[src/rtl/pwm_deadtime_pkg.sv]
// pwm_deadtime_pkg: shared PWM definitions for the dead-time stage.
package pwm_deadtime_pkg;
    localparam int unsigned DT_WIDTH = 8;
    // Dead-time registers sit directly after the 6'h00-6'h0D generator map.
    localparam logic [5:0] REG_DT_RISE = 6'h0E;
    localparam logic [5:0] REG_DT_FALL = 6'h0F;
    typedef enum logic [2:0] {
        IDLE,
        L_ON,
        DT_H,
        H_ON,
        DT_L
    } dt_state_t;
endpackage

[src/rtl/pwm_deadtime.sv]
// pwm_deadtime: complementary high/low gate drive with programmable dead time.
module pwm_deadtime
    import pwm_deadtime_pkg::*;
#(
    parameter int unsigned DT_WIDTH = pwm_deadtime_pkg::DT_WIDTH,
    parameter logic        POL_H    = 1'b1,
    parameter logic        POL_L    = 1'b1
) (
    input  logic                clk,
    input  logic                rst,
    input  logic                en,
    input  logic                pwm_in,
    input  logic [DT_WIDTH-1:0] dt_rise,
    input  logic [DT_WIDTH-1:0] dt_fall,
    output logic                pwm_h,
    output logic                pwm_l,
    output logic                dead_active,
    output logic                swallowed
);
    dt_state_t           state_q, state_d;
    logic [DT_WIDTH-1:0] cnt_q, cnt_d;
    logic                swal_d;
    logic                pwm_h_q, pwm_l_q, dead_q, swal_q;
    logic                rise_zero, fall_zero, cnt_one;

    assign rise_zero = dt_rise == '0;
    assign fall_zero = dt_fall == '0;
    assign cnt_one   = cnt_q == DT_WIDTH'(1);

    always_comb begin
        state_d = state_q;
        cnt_d   = '0;
        swal_d  = 1'b0;
        if (!en) begin
            state_d = IDLE;
        end else begin
            case (state_q)
                IDLE: begin
                    state_d = pwm_in ? (rise_zero ? H_ON : DT_H) : (fall_zero ? L_ON : DT_L);
                    cnt_d   = pwm_in ? dt_rise : dt_fall;
                end
                L_ON: begin
                    state_d = pwm_in ? (rise_zero ? H_ON : DT_H) : L_ON;
                    cnt_d   = pwm_in ? dt_rise : '0;
                end
                H_ON: begin
                    state_d = !pwm_in ? (fall_zero ? L_ON : DT_L) : H_ON;
                    cnt_d   = !pwm_in ? dt_fall : '0;
                end
                // A reversal during a dead phase returns to the side that never left.
                DT_H: begin
                    state_d = !pwm_in ? L_ON : (cnt_one ? H_ON : DT_H);
                    cnt_d   = (!pwm_in || cnt_one) ? '0 : cnt_q - 1'b1;
                    swal_d  = !pwm_in;
                end
                DT_L: begin
                    state_d = pwm_in ? H_ON : (cnt_one ? L_ON : DT_L);
                    cnt_d   = (pwm_in || cnt_one) ? '0 : cnt_q - 1'b1;
                    swal_d  = pwm_in;
                end
                default: state_d = IDLE;
            endcase
        end
    end

    always_ff @(posedge clk) begin
        if (rst) begin
            state_q <= IDLE;
            cnt_q   <= '0;
            pwm_h_q <= ~POL_H;
            pwm_l_q <= ~POL_L;
            dead_q  <= 1'b0;
            swal_q  <= 1'b0;
        end else begin
            state_q <= state_d;
            cnt_q   <= cnt_d;
            pwm_h_q <= (state_d == H_ON) ? POL_H : ~POL_H;
            pwm_l_q <= (state_d == L_ON) ? POL_L : ~POL_L;
            dead_q  <= (state_d == DT_H) || (state_d == DT_L);
            swal_q  <= swal_d;
        end
    end

    assign pwm_h       = pwm_h_q;
    assign pwm_l       = pwm_l_q;
    assign dead_active = dead_q;
    assign swallowed   = swal_q;
endmodule
[config.mk]
export PLATFORM = sky130hd
export DESIGN_NAME = pwm_deadtime
export DESIGN_NICKNAME = d
export VERILOG_FILES = /design/src/rtl/pwm_deadtime_pkg.sv /design/src/rtl/pwm_deadtime.sv
export SDC_FILE = /design/constraint.sdc
export NUM_CORES = 1
export LEC_CHECK = 0
export ABC_AREA = 1
export BUFFER_PORTS_ARGS = -buffer_cell sky130_fd_sc_hd__buf_2
export CAP_MARGIN = 20
export CORE_ASPECT_RATIO = 1.4
export CORE_UTILIZATION = 45
export CTS_CLUSTER_SIZE = 16
export DETAILED_ROUTE_END_ITERATION = 10
export GPL_TIMING_DRIVEN = 0
export HOLD_SLACK_MARGIN = 0.15
export PLACE_DENSITY = 0.69
export SLEW_MARGIN = 20
export SYNTH_ARGS = -nofsm -noshare
export SYNTH_HDL_FRONTEND = slang
export SYNTH_SLANG_ARGS = --single-unit
export TNS_END_PERCENT = 30
[constraint.sdc]
create_clock -name clk -period 1.4 [get_ports clk]
set_input_delay 0.07 -clock clk [delete_from_list [all_inputs] [get_ports clk]]
set_output_delay 0.07 -clock clk [all_outputs]
set_load 0.03 [all_outputs]
Yosys cells after proc, flatten, opt, wreduce, memory -nomap -nowiden
Index checks and enable logic that the tools add are counted.
Storage, ports and cells
  input port bits: 20
  register bits: 15
Operators by class
  reduce and logical (&&, ||, !) cells: 8
  $add $sub $neg: 1
  bitwise gates (word level): 1
  muxes and demuxes: 20
  equality and inequality tests: 9
Operators with widths (number)
  two-way mux 8 bit: 5
  case mux 8 bit (5 select lines): 1
  two-way mux 3 bit: 6
  zero test 8 bit: 2
  case mux 3 bit (5 select lines): 1
  == test 3 x 2 -> 1 bit (second input constant): 4
  == test 8 x 1 -> 1 bit (second input constant): 1
  subtractor 8 x 1 -> 8 bit (second input constant): 1
  == test 3 x 1 -> 1 bit (second input constant): 2
  == test 3 bit (second input constant): 2
  two-way mux 1 bit: 4
  two-way mux 2 bit: 2
  zero test 3 bit: 1
  logical OR 1 bit: 3
  case mux 1 bit (2 select lines): 1
  OR reduction 2 bit: 1
  zero test 1 bit: 1
  inverter 1 bit: 1

Logic depth before layout (Yosys ltp)
Gate-level depths: netlist of the first run.
  depth in word-level cells: 7
  gate-level depth with buffers: 12
  depth with buffers taken out: 12

Worst setup path before layout of the first run
No wires, ideal clock.
  path type: flip-flop to flip-flop
  start: register cnt_q[1]
  end: register pwm_l_q (netlist: pwm_l)
  cell stages (with the launch flop): 13
  arrival time: 1.146 ns
  slack: 0.142 ns
  library setup time: 0.112 ns
  path through: dfxtp_1 > inv_1 > ha_1 > nand2_1 > inv_1 > nand2_4 > nand2_2 > nand2_1 > nand2_1 > nor2_1 > nand2_1 > nand2_1 > nor2_1
On the way
  word-level cells in the longest chain between the ends: 7
  elaborated cells between the ends (all ways): 9
  classes of those cells: eq/ne: 2; mux: 7
Ends and longest elaborated chain
  start: declaration: RTL line pwm_deadtime.sv:21  | logic [DT_WIDTH-1:0] cnt_q, cnt_d;
  start signal: assignment: RTL line pwm_deadtime.sv:76  | cnt_q <= cnt_d;
  == test 8 x 1 -> 1 bit (*): RTL line pwm_deadtime.sv:28  | assign cnt_one = cnt_q == DT_WIDTH'(1);
  two-way mux 3 bit or two-way mux 1 bit (tied branches): RTL line pwm_deadtime.sv:57, pwm_deadtime.sv:52
  two-way mux 3 bit or two-way mux 2 bit (tied branches): RTL line pwm_deadtime.sv:57, pwm_deadtime.sv:52
  case mux 3 bit (5 select lines) (*): RTL line pwm_deadtime.sv:37  | case (state_q)
  two-way mux 3 bit (*): RTL line pwm_deadtime.sv:34  | if (!en) begin
  == test 3 x 1 -> 1 bit (*): RTL line pwm_deadtime.sv:78  | pwm_l_q <= (state_d == L_ON) ? POL_L : ~POL_L;
  two-way mux 1 bit (*): RTL line pwm_deadtime.sv:78
  end signal: assignment: RTL line pwm_deadtime.sv:71  | pwm_l_q <= ~POL_L;
  end signal: assignment: RTL line pwm_deadtime.sv:78
  end: declaration: RTL line pwm_deadtime.sv:23  | logic pwm_h_q, pwm_l_q, dead_q, swal_q;
Mark *: on every way between the ends. The rest lies on a longest branch, timed or not.
A chain may end at the register's enable or synchronous reset.

Final worst setup path of the first run
  start: input port dt_rise[0]
  end: register pwm_l_q (netlist: pwm_l)
On the way
  word-level cells in the longest chain between the ends: 7
  elaborated cells between the ends (all ways): 8
  classes of those cells: eq/ne: 1; mux: 6; reduce/logical: 1
Ends and longest elaborated chain
  start: declaration: RTL line pwm_deadtime.sv:13  | input logic [DT_WIDTH-1:0] dt_rise,
  zero test 8 bit (*): RTL line pwm_deadtime.sv:26  | assign rise_zero = dt_rise == '0;
  two-way mux 1 bit (*): RTL line pwm_deadtime.sv:39, pwm_deadtime.sv:43
  two-way mux 2 bit or two-way mux 3 bit (tied branches): RTL line pwm_deadtime.sv:43, pwm_deadtime.sv:39
  case mux 3 bit (5 select lines) (*): RTL line pwm_deadtime.sv:37
  two-way mux 3 bit (*): RTL line pwm_deadtime.sv:34
  == test 3 x 1 -> 1 bit (*): RTL line pwm_deadtime.sv:78
  two-way mux 1 bit (*): RTL line pwm_deadtime.sv:78
Marks and branches as above.

==> results of run 1 <==
[sequential cells by signal (all words and copies together) (netlist names)]
name	count
pwm_l	1
dead_active	1
swallowed	1
cnt_q	8
pwm_h	1
state_q	3
[logic make-up after synthesis]
logic type,count (synthesis)
AOI/OAI and AO/OA,23
xor gates and xnor gates,4
adders and majority gates,2
buffers and inverters,28
DFF,15
and+or+nand+nor,81
[metal layers]
layer | vias to the layer above | wire [um] | GRT usage
met5 | - | 0 | 0
met4 | 0 | 167 | 0.198
li1 | 555 | - | -
met1 | 518 | 1080 | 0.290
met2 | 34 | 1540 | 0.455
met3 | 18 | 95 | 0.0506
[cell usage after synthesis]
library cell / count
a21oi_2: 1
dfxtp_1: 15
xor2_1: 3
o21ai_2: 1
nand3_2: 1
a21boi_0: 1
and2_0: 1
nor2_4: 1
o21ai_4: 1
nor3_2: 2
o21ai_0: 2
nand3_1: 4
inv_2: 3
nand2_2: 1
a21oi_1: 9
nand4_1: 1
nor2_1: 19
nand2_1: 48
o21ai_1: 1
a211oi_1: 1
xnor2_1: 1
nand2_4: 1
inv_1: 25
a22oi_1: 6
nor2_2: 2
ha_1: 2
[power by group]
group,internal [mW],switching (mW)
clock network,0.106,0.142
registers,0.448,0.0191
logic,0.142,0.201
total,0.696,0.362
[cells in the final DEF (no fill, tap or decap), drive strengths merged]
master       synthesis  layout
and2                 1       1
dlygate4sd3          0      15
ha                   2       2
nor2                22      22
nand3                5       5
nand4                1       1
o21ai                5       5
buf                  0      22
a21boi               1       1
a22oi                6       6
a21oi               10      10
xnor2                1       1
clkbuf               0       3
nand2               50      50
dfxtp               15      15
inv                 28      28
xor2                 3       3
a211oi               1       1
clkinv               0       1
nor3                 2       2
[path summary, 6_finish.rpt]
path / startpoint / to / cells after the start
worst min-delay path: dt_rise[2] / cnt_q[2] / 5
worst max register to register: cnt_q[1] / cnt_q[7] / 9
worst min register to register: cnt_q[7] / cnt_q[7] / 4
worst max-delay path: dt_rise[0] / pwm_l / 11
[area by class of cell]
class                      instances  area, um2
clock buffer                       3       22.5
timing repair buffer              37        263
inverter                          28        105
fill                             173        623
sequential                        15        309
clock inverter                     1       5.00
tap                               21       26.3
multi-input combinational        110        643
[critical path: cells and delay by family]
kind | cells | cell delay, ns
AOI/OAI and AO/OA | 1 | 0.16
buffers and inverters | 2 | 0.69
and+or+nand+nor | 8 | 0.70
[timing repair]
item	4_1_cts	5_1_grt
endpoints found under the hold margin	11	0
resized for setup	4	22
buffers inserted	1	0
endpoints found under the setup margin	11	12
pin swaps	3	10
hold buffers	15	0
==> impl_metrics.json, run 1 <==
{
  "outcome": "finished with violations",
  "violations": "negative setup slack",
  "synth_compound_area_frac": 0.158,
  "start_util": 0.488,
  "rsz0062_at_grt": "true",
  "clk-insertion-delay-late_ns": 0.28,
  "fp.dieArea_mm2": 0.00236,
  "seq_area_frac_synth": 0.308,
  "grt_use_total": 0.277,
  "fin_skew_ns": 0.00929,
  "min_path_type": "input port to flop",
  "gp_congestion": 0.822,
  "rows": 19,
  "synth_seq_cells": 15,
  "grt_max_degree": 10,
  "cp-end-kind": "flop",
  "syn_area_um2": 975,
  "synthXorXnorAreaFrac": 0.0359,
  "crit_path_start_kind": "input port",
  "arrival_ns": 1.64,
  "yosys.area.top_type": "dfxtp_1",
  "dpl-instance-area_mm2": 0.00112,
  "area_growth_pct": 41.0,
  "hold_viol": 0,
  "drv_slew": 0,
  "final.min_clock_period_ns": 1.41,
  "cp_cell_sequence": "dlygate4sd3_1, buf_2, nor2_1, nand2_1, o21ai_2, nand2_1, nand2_1, nor2_1, nand2_1, nand2_2, nor2_1",
  "netlist-cell-type-count": 26,
  "drt_iter0_drc": 45,
  "first_global_vias": 1159,
  "coreArea_mm2": 0.00200,
  "cts_made_buffers": 3,
  "placed_cells": 197,
  "whs_ns": 0.169,
  "yosys.area_share.simple": 0.365,
  "die_w_um": 41.3,
  "syn-num-nets": 175,
  "drc": 0,
  "synth_top_area_frac": 0.308,
  "drt-pass1-iter-count": 7,
  "cp_common_cell": "nand2_1",
  "crit_type": "input port to flop",
  "drt-vias-per-instance": 5.23,
  "p_leak_nw": 0.723,
  "finalSetupTns_ns": -0.0103,
  "dp_hpwl_um": 1970,
  "avgSynthCellArea_um2": 6.37,
  "maxSlewHeadroom": 0.786,
  "grt.overflow.total": 0,
  "slowest_delay_ns": 0.55,
  "synth_cells": 153,
  "fin_ws_ns": -0.0103,
  "power_density_mw_per_mm2": 770,
  "p_total_mw": 1.06,
  "critPathSlowestCell": "dlygate4sd3_1",
  "h-tree-depth": 1,
  "max_freq_ghz": 0.709,
  "final_area_mm2": 0.00137,
  "avgRoutedWirePerCell_um": 13.4,
  "yosysWarningCount": 0,
  "tritoncts": "done",
  "clkTransAtPathRegs_ns": 0.10,
  "ant_nets": 0,
  "ios": 24,
  "root_buffer": "clkbuf_4",
  "r2r_slack_ns": 0.08,
  "utilization": 0.688,
  "synth_top_family_by_area": "simple AND/OR/NAND/NOR gates",
  "cap_violations": 0,
  "clock_sinks": 15,
  "final_net_count": 217,
  "layout-drive-gt1-share": 0.299,
  "setup-violations-final": 1,
  "critPathRequiredTime_ns": 1.63,
  "vias": 1125,
  "die_h_um": 57.1,
  "stdcell_count": 215,
  "dp_slack_ns": -0.0500,
  "io_buffers": 23,
  "worst_pin_slew_ns": 0.320,
  "muxShareOfSynthArea": 0,
  "vdd_drop_max_uv": 625,
  "post-route-period-util": 1.01,
  "crit_fanout": 3,
  "clockBufferDepth": 2,
  "antenna_found_initial": 0,
  "grt_pass1_wl_um": 4490,
  "synth_fa_ha_area_frac": 0.0257,
  "ys_top_cells_by_area": "dfxtp_1, nand2_1, inv_1",
  "antenna_cells": 0,
  "routed_wl_um": 2880
}
(Power assumes the default switching activity.)
==> run 2: changes to the inputs <==
--- a/config.mk
+++ b/config.mk
@@ -9,9 +9,11 @@
 export BUFFER_PORTS_ARGS = -buffer_cell sky130_fd_sc_hd__buf_2
 export CAP_MARGIN = 20
 export CORE_ASPECT_RATIO = 1.4
+export CORE_MARGIN = 8
 export CORE_UTILIZATION = 45
 export CTS_CLUSTER_SIZE = 16
 export DETAILED_ROUTE_END_ITERATION = 10
+export GPL_ROUTABILITY_DRIVEN = 0
 export GPL_TIMING_DRIVEN = 0
 export HOLD_SLACK_MARGIN = 0.15
 export PLACE_DENSITY = 0.69
==> constraint.sdc (replaced) <==
create_clock -name clk -period 1.4 [get_ports clk]
set_input_delay 0.07 -clock clk [delete_from_list [all_inputs] [get_ports clk]]
set_output_delay 0.07 -clock clk [all_outputs]
set_load 0.005 [all_outputs]
==> run 2 against run 1 <==
  * The run now ends clean
  * Sequential power about the same
  * Design area increased by 0.27%
  * Setup slack improved by 0.066 ns
  * Via count decreased by 2.0%
  * Wire length decreased by 1.9%
==> impl_metrics.json, run 2 (same netlist as run 1, synthesis figures left out) <==
{
  "cp_cell_sequence": "inv_2, ha_4, nand2_2, inv_2, nand2_4, nand2_4, o21ai_4, nand2_1, nand2_1, nand2_1, inv_1",
  "largestRegisters": "cnt_q: 8 flops, state_q: 3 flops",
  "io_buffers": 23,
  "avgRoutedWirePerCell_um": 12.8,
  "hold_viol": 0,
  "die_w_um": 55.3,
  "finalSetupTns_ns": 0,
  "reg2regPathDepth": 11,
  "ios": 24,
  "cap_violations": 0,
  "h-tree-depth": 1,
  "first_global_vias": 1129,
  "layout_common_cells": "nand2_1, inv_1, buf_2",
  "whs_ns": 0.166,
  "layout-drive-gt1-share": 0.288,
  "worst_pin_slew_ns": 0.327,
  "outcome": "finished, final reports clean",
  "final_net_count": 221,
  "crit_fanout": 8,
  "setup-violations-final": 0,
  "placed_cells": 198,
  "largest_register_ff_count": 8,
  "r2r_start": "cnt_q[1]",
  "final.min_clock_period_ns": 1.34,
  "power_density_mw_per_mm2": 762,
  "final_area_mm2": 0.00138,
  "regMostFlops": "cnt_q",
  "clkTransAtPathRegs_ns": 0.09,
  "r2r_slack_ns": 0.06,
  "ant_nets": 0,
  "drt-pass1-iter-count": 4,
  "drt-vias-per-instance": 5.01,
  "hold_depth": 5,
  "grt.overflow.total": 0,
  "dp_hpwl_um": 2020,
  "slowest_delay_ns": 0.35,
  "die_h_um": 71.1,
  "cts_made_buffers": 3,
  "rsz0062_at_grt": "true",
  "vdd_drop_max_uv": 562,
  "antenna_cells": 0,
  "post-route-period-util": 0.960,
  "area_growth_pct": 41.3,
  "rows": 20,
  "stdcell_count": 220,
  "hp-start": "dt_fall[5]",
  "grt_pass1_wl_um": 4690,
  "maxSlewHeadroom": 0.782,
  "tritoncts": "done",
  "clk-insertion-delay-late_ns": 0.29,
  "start_util": 0.464,
  "coreArea_mm2": 0.00210,
  "drt_iter0_drc": 44,
  "fp.dieArea_mm2": 0.00393,
  "grt_max_degree": 10,
  "critPathRequiredTime_ns": 1.64,
  "drc": 0,
  "fin_skew_ns": 0.00284,
  "root_buffer": "clkbuf_4",
  "critPathSlowestCell": "dfxtp_2",
  "final_common_cell": "nand2_1",
  "min_to": "cnt_q[5]",
  "dpl-instance-area_mm2": 0.00112,
  "routed_wl_um": 2820,
  "rr_endpoint": "cnt_q[0]",
  "cp_common_cell": "nand2_1",
  "min_path_type": "input port to flop",
  "cp-end-kind": "flop",
  "drv_slew": 0,
  "crit_type": "flop to flop",
  "antenna_found_initial": 0,
  "clock_sinks": 15,
  "vias": 1103,
  "max_freq_ghz": 0.744,
  "p_leak_nw": 0.730,
  "arrival_ns": 1.58,
  "crit_path_start_kind": "flop",
  "clockBufferDepth": 2,
  "grt_use_total": 0.143
}
run 2: cell types whose count changed in the layout (fill, tap and decap cells not counted), sizes merged:
cell         delta
clkbuf          +1
dlygate4sd3     +1
clkinv          -1
buf             +3
run 2: metal layers:
| metal | share of wire | GRT usage | vias to the layer above | wire, um |
|---|---|---|---|---|
| met5 | 0 | 0 | - | 0 |
| met3 | 0.052 | 0.0376 | 4 | 146 |
| met4 | 0.018 | 0.0852 | 0 | 50 |
| met2 | 0.53 | 0.261 | 30 | 1480 |
| li1 | - | - | 565 | - |
| met1 | 0.40 | 0.138 | 504 | 1140 |
run 2: critical path: cells and delay by family (launching register included):
| kind | cells | cell delay, ns |
|---|---|---|
| DFF | 1 | 0.35 |
| adders and majority gates | 1 | 0.15 |
| AOI/OAI and AO/OA | 1 | 0.25 |
| buffers and inverters | 3 | 0.15 |
| and+or+nand+nor | 6 | 0.38 |
run 2: worst max path at each step:
stage | startpoint | to | cells after the start
floorplan | cnt_q[1] | pwm_l | 12
global placement | cnt_q[1] | cnt_q[0] | 11
detailed placement | cnt_q[1] | cnt_q[0] | 11
CTS | cnt_q[1] | cnt_q[0] | 11
global route | cnt_q[3] | cnt_q[0] | 10
finish | cnt_q[1] | cnt_q[0] | 11
run 2: layout make-up:
| cell class | count | area [um2] |
|---|---|---|
| Multi-Input combinational cell | 110 | 622 |
| Sequential cell | 15 | 307 |
| Tap cell | 22 | 27.5 |
| Inverter | 28 | 105 |
| Timing Repair Buffer | 41 | 290 |
| Fill cell | 203 | 724 |
| Clock buffer | 4 | 26.3 |
run 2: metrics by stage:
step | util | total power [mW] | worst slack [ns]
6_report | 0.655 | 1.05 | 0.0557
5_1_grt | 0.655 | 1.10 | -0.0509
4_1_cts | 0.627 | 1.02 | 0.00621
3_5_place_dp | 0.532 | 0.735 | -0.0372
3_3_place_gp | 0.532 | 0.727 | -0.0225
2_1_floorplan | - | 0.653 | 0.142
run 2: power breakdown:
part           switching, mW  internal [mW]  total (mW)
Combinational          0.182          0.141       0.323
Clock                  0.148          0.111       0.259
Sequential            0.0185          0.449       0.468
Total                  0.348          0.701        1.05
run 2: timing repair:
| action | CTS | global route |
|---|---|---|
| buffers inserted | 1 | 1 |
| hold buffers | 16 | 0 |
| pin swaps | 2 | 7 |
| endpoints found under the hold margin | 12 | 0 |
| gates resized for setup | 4 | 15 |
| endpoints found under the setup margin | 11 | 12 |
